<file path="src/rtl/mul_pkg.sv">
// mul_pkg: definitions shared by the multiplier back end, the Booth generator
// and the EXU decode.
//   MUL_PROD_W  full product width (carry-save rows are this wide)
//   MUL_XLEN    architectural result width
//   mul_sel_e   result select carried with each op; encoding 3 is reserved
//               and formats like MUL_LOW
//   mul_format  picks and formats the architectural result from a product
package mul_pkg;

    localparam int MUL_PROD_W = 128;
    localparam int MUL_XLEN   = 64;

    typedef enum logic [1:0] {
        MUL_LOW  = 2'd0,
        MUL_HIGH = 2'd1,
        MUL_WORD = 2'd2
    } mul_sel_e;

    function automatic logic [MUL_XLEN-1:0] mul_format(
        input logic [MUL_PROD_W-1:0] prod,
        input logic [1:0]            op
    );
        logic [MUL_XLEN-1:0] res;
        case (op)
            MUL_HIGH: res = prod[MUL_PROD_W-1:MUL_XLEN];
            MUL_WORD: res = {{32{prod[31]}}, prod[31:0]};
            default:  res = prod[MUL_XLEN-1:0];   // LOW and reserved encoding
        endcase
        return res;
    endfunction

endpackage

</file>
<file path="src/rtl/mul_final_stage_if.sv">
// mul_final_stage_if: input and output valid/ready channels of the multiplier
// back end.
//   in_valid/in_ready   carry-save pair handshake from the compression tree
//   in_sum, in_carry    128-bit carry-save rows
//   in_op               result select (mul_sel_e encoding)
//   in_tag              opaque destination tag
//   out_valid/out_ready result handshake towards the writeback mux
//   out_result          formatted 64-bit result
//   out_tag             tag travelling with the result
// Modports: slave = the multiplier back end, master = the surrounding logic.
interface mul_final_stage_if #(
    parameter int TAG_W = 5
);
    import mul_pkg::*;

    logic                  in_valid;
    logic                  in_ready;
    logic [MUL_PROD_W-1:0] in_sum;
    logic [MUL_PROD_W-1:0] in_carry;
    logic [1:0]            in_op;
    logic [TAG_W-1:0]      in_tag;

    logic                  out_valid;
    logic                  out_ready;
    logic [MUL_XLEN-1:0]   out_result;
    logic [TAG_W-1:0]      out_tag;

    modport master (
        output in_valid, in_sum, in_carry, in_op, in_tag, out_ready,
        input  in_ready, out_valid, out_result, out_tag
    );

    modport slave (
        input  in_valid, in_sum, in_carry, in_op, in_tag, out_ready,
        output in_ready, out_valid, out_result, out_tag
    );

endinterface

</file>
<file path="src/rtl/mul_cpa64.sv">
// mul_cpa64: 64-bit carry-propagate adder with carry in and carry out.
//   a, b   addends
//   cin    carry into bit 0
//   sum    a + b + cin, low 64 bits
//   cout   carry out of bit 63
module mul_cpa64 (
    input  logic [63:0] a,
    input  logic [63:0] b,
    input  logic        cin,
    output logic [63:0] sum,
    output logic        cout
);

    assign {cout, sum} = {1'b0, a} + {1'b0, b} + {64'd0, cin};

endmodule

</file>
<file path="src/rtl/mul_final_stage.sv">
// mul_final_stage: back end of the 64-bit Booth multiplier. Resolves the
// carry-save pair from the Wallace tree with a carry-propagate add, then
// selects/formats the architectural result. Two-stage valid/ready pipeline
// (stage A, stage B); the output comes straight from the stage B registers.
//
// Ports:
//   clk    clock, rising edge
//   rst_n  synchronous active-low reset
//   flush  kills every in-flight op and any input offered in the same cycle
//   bus    mul_final_stage_if.slave (input and output channels)
//
// Build option MUL_SPLIT_ADD_EN:
//   defined   - stage A adds bits 63:0 and registers the low sum plus carry,
//               stage B adds bits 127:64 with that carry, then formats.
//   undefined - stage A performs the whole 128-bit add, stage B formats only.
// Latency, handshake and results are the same either way.
module mul_final_stage
    import mul_pkg::*;
#(
    parameter int TAG_W = 5
) (
    input  logic               clk,
    input  logic               rst_n,
    input  logic               flush,
    mul_final_stage_if.slave   bus
);

    localparam int HALF = MUL_XLEN;

    // handshake
    logic b_accept;
    logic a_advance;
    logic in_ready_w;
    logic in_fire;

    // stage valids
    logic va_d, va_q;
    logic vb_d, vb_q;

    // stage A payload common to both builds
    logic [1:0]       a_op_d,  a_op_q;
    logic [TAG_W-1:0] a_tag_d, a_tag_q;

    // stage B (output) registers
    logic [MUL_XLEN-1:0] b_result_d, b_result_q;
    logic [TAG_W-1:0]    b_tag_d,    b_tag_q;

    // adder halves
    logic [HALF-1:0] lo_sum;
    logic            lo_cout;
    logic [HALF-1:0] hi_sum;
    logic            unused_hi_cout;   // carry out of bit 127 is dropped

    // product as seen by the stage B formatter
    logic [MUL_PROD_W-1:0] prod_b;

`ifdef MUL_SPLIT_ADD_EN
    logic [HALF-1:0] a_lo_d,       a_lo_q;
    logic            a_cy_d,       a_cy_q;
    logic [HALF-1:0] a_sum_hi_d,   a_sum_hi_q;
    logic [HALF-1:0] a_carry_hi_d, a_carry_hi_q;

    mul_cpa64 u_cpa_lo (
        .a    (bus.in_sum[HALF-1:0]),
        .b    (bus.in_carry[HALF-1:0]),
        .cin  (1'b0),
        .sum  (lo_sum),
        .cout (lo_cout)
    );

    // upper half is resolved one stage later from the registered carry
    mul_cpa64 u_cpa_hi (
        .a    (a_sum_hi_q),
        .b    (a_carry_hi_q),
        .cin  (a_cy_q),
        .sum  (hi_sum),
        .cout (unused_hi_cout)
    );

    assign prod_b = {hi_sum, a_lo_q};
`else
    logic [MUL_PROD_W-1:0] a_prod_d, a_prod_q;

    mul_cpa64 u_cpa_lo (
        .a    (bus.in_sum[HALF-1:0]),
        .b    (bus.in_carry[HALF-1:0]),
        .cin  (1'b0),
        .sum  (lo_sum),
        .cout (lo_cout)
    );

    // halves chained combinationally: a full 128-bit ripple in stage A
    mul_cpa64 u_cpa_hi (
        .a    (bus.in_sum[MUL_PROD_W-1:HALF]),
        .b    (bus.in_carry[MUL_PROD_W-1:HALF]),
        .cin  (lo_cout),
        .sum  (hi_sum),
        .cout (unused_hi_cout)
    );

    assign prod_b = a_prod_q;
`endif

    always_comb begin
        b_accept   = !vb_q || bus.out_ready;
        a_advance  = va_q && b_accept;
        in_ready_w = !va_q || b_accept;
        // flush wins over accept: the offered op is dropped, not captured
        in_fire    = bus.in_valid && in_ready_w && !flush;

        if (flush) begin
            va_d = 1'b0;
            vb_d = 1'b0;
        end else begin
            va_d = in_fire || (va_q && !a_advance);
            vb_d = a_advance || (vb_q && !bus.out_ready);
        end

        a_op_d     = a_op_q;
        a_tag_d    = a_tag_q;
        b_result_d = b_result_q;
        b_tag_d    = b_tag_q;
`ifdef MUL_SPLIT_ADD_EN
        a_lo_d       = a_lo_q;
        a_cy_d       = a_cy_q;
        a_sum_hi_d   = a_sum_hi_q;
        a_carry_hi_d = a_carry_hi_q;
`else
        a_prod_d     = a_prod_q;
`endif

        if (in_fire) begin
            a_op_d  = bus.in_op;
            a_tag_d = bus.in_tag;
`ifdef MUL_SPLIT_ADD_EN
            a_lo_d       = lo_sum;
            a_cy_d       = lo_cout;
            a_sum_hi_d   = bus.in_sum[MUL_PROD_W-1:HALF];
            a_carry_hi_d = bus.in_carry[MUL_PROD_W-1:HALF];
`else
            a_prod_d     = {hi_sum, lo_sum};
`endif
        end

        if (a_advance) begin
            b_result_d = mul_format(prod_b, a_op_q);
            b_tag_d    = a_tag_q;
        end
    end

    // control state and the visible output registers are reset
    always_ff @(posedge clk) begin
        if (!rst_n) begin
            va_q       <= 1'b0;
            vb_q       <= 1'b0;
            b_result_q <= '0;
            b_tag_q    <= '0;
        end else begin
            va_q       <= va_d;
            vb_q       <= vb_d;
            b_result_q <= b_result_d;
            b_tag_q    <= b_tag_d;
        end
    end

    // stage A payload only matters while va_q is set, so it is not reset
    always_ff @(posedge clk) begin
        a_op_q  <= a_op_d;
        a_tag_q <= a_tag_d;
`ifdef MUL_SPLIT_ADD_EN
        a_lo_q       <= a_lo_d;
        a_cy_q       <= a_cy_d;
        a_sum_hi_q   <= a_sum_hi_d;
        a_carry_hi_q <= a_carry_hi_d;
`else
        a_prod_q     <= a_prod_d;
`endif
    end

    assign bus.in_ready   = in_ready_w;
    assign bus.out_valid  = vb_q;
    assign bus.out_result = b_result_q;
    assign bus.out_tag    = b_tag_q;

endmodule

</file>
<file path="src/flat_wrapper.sv">
// flat-port wrapper written by rule: the top's interface ports become plain ports
module mul_final_stage_flat import mul_pkg::*;
#(
    parameter int TAG_W = 5
)
  (clk, rst_n, flush, bus_in_valid, bus_in_sum, bus_in_carry, bus_in_op, bus_in_tag, bus_out_ready, bus_in_ready, bus_out_valid, bus_out_result, bus_out_tag);
  mul_final_stage_if #(.TAG_W(TAG_W)) bus_i ();
  input  logic clk;
  input  logic rst_n;
  input  logic flush;
  input wire logic [$bits(bus_i.in_valid)-1:0] bus_in_valid;
  input wire logic [$bits(bus_i.in_sum)-1:0] bus_in_sum;
  input wire logic [$bits(bus_i.in_carry)-1:0] bus_in_carry;
  input wire logic [$bits(bus_i.in_op)-1:0] bus_in_op;
  input wire logic [$bits(bus_i.in_tag)-1:0] bus_in_tag;
  input wire logic [$bits(bus_i.out_ready)-1:0] bus_out_ready;
  output wire logic [$bits(bus_i.in_ready)-1:0] bus_in_ready;
  output wire logic [$bits(bus_i.out_valid)-1:0] bus_out_valid;
  output wire logic [$bits(bus_i.out_result)-1:0] bus_out_result;
  output wire logic [$bits(bus_i.out_tag)-1:0] bus_out_tag;
  assign bus_i.in_valid = bus_in_valid;
  assign bus_i.in_sum = bus_in_sum;
  assign bus_i.in_carry = bus_in_carry;
  assign bus_i.in_op = bus_in_op;
  assign bus_i.in_tag = bus_in_tag;
  assign bus_i.out_ready = bus_out_ready;
  assign bus_in_ready = bus_i.in_ready;
  assign bus_out_valid = bus_i.out_valid;
  assign bus_out_result = bus_i.out_result;
  assign bus_out_tag = bus_i.out_tag;
  mul_final_stage #(.TAG_W(TAG_W)) u_core (.clk(clk), .rst_n(rst_n), .flush(flush), .bus(bus_i));
endmodule
</file>
<file path="config.mk">
export PLATFORM = sky130hd
export DESIGN_NAME = mul_final_stage_flat
export DESIGN_NICKNAME = d
export VERILOG_FILES = /design/src/rtl/mul_pkg.sv /design/src/rtl/mul_final_stage_if.sv /design/src/rtl/mul_cpa64.sv /design/src/rtl/mul_final_stage.sv /design/src/flat_wrapper.sv
export SDC_FILE = /design/constraint.sdc
export NUM_CORES = 1
export LEC_CHECK = 0
export CAP_MARGIN = 20
export CORE_MARGIN = 3
export CORE_UTILIZATION = 53
export CTS_BUF_LIST = sky130_fd_sc_hd__clkbuf_4 sky130_fd_sc_hd__clkbuf_8
export DETAILED_ROUTE_END_ITERATION = 10
export PLACE_DENSITY = 0.84
export SYNTH_ARGS = -nofsm -noshare
export SYNTH_HDL_FRONTEND = slang
export SYNTH_SLANG_ARGS = --single-unit
</file>
<file path="constraint.sdc">
create_clock -name clk -period 18.45 [get_ports clk]
set_clock_uncertainty 0.1 [all_clocks]
set_input_delay 1.845 -clock clk [delete_from_list [all_inputs] [get_ports clk]]
set_output_delay 1.845 -clock clk [all_outputs]
set_load 0.01 [all_outputs]
</file>
After elaboration in Yosys (flattened, before gate mapping). Index checks and enable logic that the tools add are counted.

Bits in writable memories: 0. Bits in registers: 206. Memories kept: 0. Bits in latches: 0. Output and inout port bits: 71. Logic and storage cells: 29. Memory bits (read-only): 0.

Bitwise gates (word level): 1. Shift-type cells: 0. Multiply operators: 0. $lt $le $gt $ge: 0. $add $sub $neg: 3. Multiplexer cells: 1. Equal/unequal tests: 2. Divide/modulo/power cells: 0. Reductions and logical operators: 15.

Operators with widths (number): 64-bit case mux with 2 select lines (1); 64-bit by 64-bit adder with 65-bit output (1); 64-bit by 1-bit adder with 64-bit output (1); 64-bit adder (1); 1-bit logical AND (5); 1-bit logical NOT (5); 1-bit logical OR (4); 2-bit by 1-bit == test with 1-bit output (second input constant) (1); 2-bit == test (second input constant) (1); 2-bit OR reduction (1); 1-bit NOT (1).

Logic depth before layout (Yosys ltp).
Depth after elaboration: 6. Gate-level depth with buffers: 24. Depth with buffers taken out: 24.

Modules after synthesis. A second synthesis with hierarchy kept.

Cells, all modules: 1521. Area, all modules: 15051.9 µm².

Modules (own cells, without submodules): mul_final_stage (instances 1, cells an instance 441, area each 7609.8 µm²); mul_cpa64 (u_core.u_cpa_hi) (instances 1, cells an instance 540, area each 3786.1 µm²); mul_cpa64 (u_core.u_cpa_lo) (instances 1, cells an instance 540, area each 3656.0 µm²).

Worst setup path before layout. OpenSTA, ideal clock, no wires.

Path kind: input to register. From: input port bus_in_carry[5]. To: register u_core.a_prod_q[126], data pin. Path buffers: 0. Data arrival time: 6.748 ns. Slack: 11.343 ns. Cell stages on the path: 23. Cells stage by stage: ha_1 > and3_1 > a221oi_2 > a2111oi_4 > nand4_1 > o211ai_1 > a211o_1 > a211o_1 > a21oi_2 > o31ai_1 > a21oi_1 > fa_1 > fa_1 > nor2b_1 > o21bai_1 > a2111oi_2 > o21ai_1 > a2111o_1 > a21oi_1 > a21oi_1 > o21ai_1 > a21oi_1 > xnor2_1.

Longest elaborated chain between the ends: 2.

RTL lines: start, declared (RTL line flat_wrapper.sv:13) `input wire logic [$bits(bus_i.in_carry)-1:0] bus_in_carry;`; 64-bit by 64-bit adder with 65-bit output (RTL line mul_cpa64.sv:14) `assign {cout, sum} = {1'b0, a} + {1'b0, b} + {64'd0, cin};`; 64-bit by 1-bit adder with 64-bit output (RTL line mul_cpa64.sv:14); named net u_core.hi_sum[62] (RTL line mul_final_stage.sv:51) `logic [HALF-1:0] hi_sum;`; end signal, assigned (RTL line mul_final_stage.sv:176) `a_prod_q <= a_prod_d;`; end, declared (RTL line mul_final_stage.sv:82) `logic [MUL_PROD_W-1:0] a_prod_d, a_prod_q;`.

The timed path passes the listed nets, and every way through them passes these cells. A chain may end at the register's enable or synchronous reset.

Final worst setup path.
From: input port bus_in_carry[0]. To: register u_core.a_prod_q[127], data pin.

Same word-level chain as after synthesis.

==> run summary <==
Post-Syn Area: 0.0146 mm^2
post-CTS sizing: 0
vias per cell: 6.04
routed vias: 13700
Seq cells post-synth: 206
Async SR Flop Fraction: 0%
port bufs: 338
Tmin final: 8.40 ns
Root Driver: clkbuf_8
pin count of the biggest net entering global routing: 100
slowest cell delay on critical path: 0.66 ns
Final period util: 45.5%
Crit. End Element: flip-flop
worst slew pin tran: 1.07 ns
RSZ-0062 raised after global routing: no
FF-to-FF path depth: 4
length of the first detailed-routing pass in iterations: 5
Worst-Skew Late Latency: 0.53 ns
setup violators final: 0
initial antenna violation count: 4
Distinct cells, synth: 67
post-layout instance count excluding filler cells: 2265
ys flop type: edfxtp_1
Final Hold Viols: 0
syn nets: 1998
reg2reg start: u_core.bus.out_valid
Fmax: 119 MHz
gr ovfl total: 0
yosys synthesis warning count: 0
Avg WL per Cell: 20.5 um
first-pass GRT wire length: 69.4 mm
DRC: 0
CP Cell Sequence: clkdlybuf4s50_1 -> ha_1 -> fa_1 -> a21o_1 -> a221oi_2 -> a2111oi_4 -> nand4_1 -> o211ai_1 -> a211o_1 -> a211o_1 -> a21oi_2 -> o31ai_1 -> a21oi_1 -> fa_1 -> nor2b_1 -> o21ai_0 -> a21o_1 -> a31oi_1 -> o21ai_1 -> o21bai_1 -> a211oi_1 -> o21ai_1 -> mux2i_1 -> a2111oi_0
startpoint types: primary input
Final Wtd Congestion: 0.964
maxcap violations: 0
Total Die Area: 0.0296 mm^2
Routed Antenna Nets: 0
R2R setup slack: 15.48 ns
Post-Synthesis Cells: 1599
RR Endpoint: u_core.a_prod_q[111]
clock sink count: 206
syn_area_per_cell: 9.13 um^2
CTS hold repair buffers: 0
Net count, final: 2294
Worst path slowest cell: a211oi_1
final-report max-slew violation count: 0
leak pwr: 7.52 nW
Die Y: 172 um
Max Root-Sink Buffers: 3
share of layout cells above drive strength 1: 4.89%
relative slew slack: 28.7%
# IOs: 339
vias in the first global route: 12800
post-DP HPWL: 36.3 mm
Initial Util: 54.0%
total CTS buffers: 36
crit path DAT: 8.58 ns
PwrDens: 75.7 mW/mm^2
Seq/Total Area, Yosys: 37.5%
drt initial violations: 1200
P&R area growth vs syn: 29.7%
CTS tree: built
hold depth: 2
Hold EP: u_core.bus.out_tag[2]
worst path required time: 18.63 ns
Post-CTS Setup Inserts: 0
H-tree Lvls: 2
Cell Rows: 60
number of synthesized flops with an enable pin: 135
min-delay worst type: reg -> reg
core area: 0.0270 mm^2
Max IR drop VDD: 0.0000455 V
Fin Setup TNS: 0 ns
Hold Startpoint: u_core.bus.out_tag[2]
status: complete, no violations
GRT Total Usage: 29.9%
Clock transition at path regs: 0.06 ns
worst setup path category: in -> reg
dpl cells: 2197
CP Max Fanout: 4
Post-Route WL: 46.3 mm
x dimension of the die: 172 um
## cells by family (layout without fill, tap and decap cells)
kind of cell               after synthesis  count (layout)  share of synthesized area (%)
adders and majority gates              131             131                           11.4
AOI/OAI and AO/OA                      528             528                           24.3
xor gates and xnor gates               121             121                           7.26
other                                    0               2                              0
DFF                                    206             206                           37.5
buffers and inverters                  153             476                           3.93
and+or+nand+nor                        458             458                           15.5
muxes                                    2               2                          0.137
## sequential cells by signal (all words and copies together) (netlist names)
signal / flops
u_core.bus.out_tag: 5
u_core.a_tag_q: 5
u_core.bus.out_valid: 1
u_core.va_q: 1
u_core.a_prod_q: 128
u_core.a_op_q: 2
u_core.bus.out_result: 64
## synthesized netlist by cell type (50+ instances only)
| library cell | count | area share, % |
|---|---|---|
| clkbuf_1 | 82 | 2.1 |
| a21oi_1 | 170 | 5.8 |
| o21ai_0 | 53 | 1.8 |
| nor2b_1 | 53 | 2.3 |
| ha_1 | 128 | 11 |
| nand2_1 | 141 | 3.6 |
| a21o_1 | 83 | 4.3 |
| nor2_1 | 105 | 2.7 |
| xor2_1 | 50 | 3.0 |
| a221oi_1 | 66 | 4.0 |
| inv_1 | 68 | 1.7 |
| dfxtp_1 | 71 | 9.7 |
| edfxtp_1 | 135 | 28 |
| xnor2_1 | 71 | 4.3 |
## worst max-delay path: cells and delay by family
kind / cells / cell delay [ns]
multiplexers: 1 / 0.17
buffers and inverters: 1 / 0.41
adder cells (fa/ha/maj): 3 / 0.98
AO/OA/AOI/OAI: 17 / 4.97
AND/OR/NAND/NOR: 2 / 0.18
## routing by layer
| layer | vias up | wire, um | GRT usage, % |
|---|---|---|---|
| li1 | 6539 | - | - |
| met1 | 6486 | 20800 | 44.0 |
| met2 | 572 | 20900 | 46.4 |
| met3 | 75 | 3650 | 4.30 |
| met4 | 4 | 948 | 7.64 |
| met5 | - | 22 | 0 |
## per-stage QoR
step           utilization [%]  power (mW)  setup WS [ns]  instance area (um^2)  hold WS [ns]
2_1_floorplan                -       0.830          11.34                 14600         0.388
5_1_grt                   70.0        1.50           9.66                 18900         0.410
3_3_place_gp              67.1       0.990           9.87                 18100         0.354
6_report                  70.0        1.43          10.05                 18900         0.378
4_1_cts                   69.9        1.43          10.13                 18900         0.379
3_5_place_dp              67.1       0.996           9.60                 18100         0.370
## area by class of cell
type | instances | area [um^2]
antenna | 2 | 5.00
inverter | 68 | 255
tap | 341 | 427
clock inverter | 5 | 31.3
sequential | 206 | 5480
multi-input combinational | 1240 | 8580
timing repair buffer | 343 | 3440
fill | 2134 | 8100
clock buffer | 60 | 726
## report_power, final
part	total, mW	switching [mW]	leakage (nW)	internal [mW]
clock network	0.433	0.184	0.406	0.249
registers	0.575	0.0232	1.85	0.552
logic	0.425	0.233	5.27	0.192
total	1.43	0.441	7.52	0.992
## worst max path at each step
stage / from / endpoint / slack (ns) / depth (start not counted)
after floorplan: bus_in_carry[5] / u_core.a_prod_q[126] / 11.34 / 23
after global placement: bus_in_carry[0] / u_core.a_prod_q[126] / 9.87 / 25
after detailed placement: bus_in_carry[0] / u_core.a_prod_q[126] / 9.60 / 25
after CTS: bus_in_carry[0] / u_core.a_prod_q[126] / 10.13 / 25
after global routing: bus_in_carry[0] / u_core.a_prod_q[122] / 9.66 / 25
final: bus_in_carry[0] / u_core.a_prod_q[127] / 10.05 / 24
## cells in the final DEF, fill, tap and decap left out, types with 4 or more instances in the layout
cell type | netlist | layout
ha_1 | 128 | 128
dfxtp_1 | 71 | 71
and2_1 | 9 | 9
edfxtp_1 | 135 | 135
nor2_1 | 105 | 105
inv_1 | 68 | 68
or2_2 | 5 | 5
xor2_1 | 50 | 50
a21boi_1 | 4 | 4
nor4_1 | 4 | 4
a221oi_1 | 66 | 66
and3_1 | 13 | 13
nand2b_1 | 14 | 13
o21ai_0 | 53 | 53
clkbuf_4 | 0 | 16
a21o_1 | 83 | 83
nand3_1 | 25 | 25
clkbuf_8 | 0 | 44
buf_4 | 0 | 4
xnor2_1 | 71 | 71
o31ai_1 | 9 | 9
nor2b_1 | 53 | 51
nand4_1 | 33 | 33
a211oi_1 | 8 | 8
o21bai_1 | 30 | 30
nor3b_1 | 34 | 34
o21a_1 | 15 | 15
clkdlybuf4s50_1 | 0 | 337
a21oi_1 | 170 | 169
a31oi_1 | 20 | 20
o211ai_1 | 5 | 5
a21boi_0 | 8 | 8
nand2_1 | 141 | 141
nor3_1 | 16 | 16
o21ai_1 | 15 | 15
(Power assumes the default switching activity.)
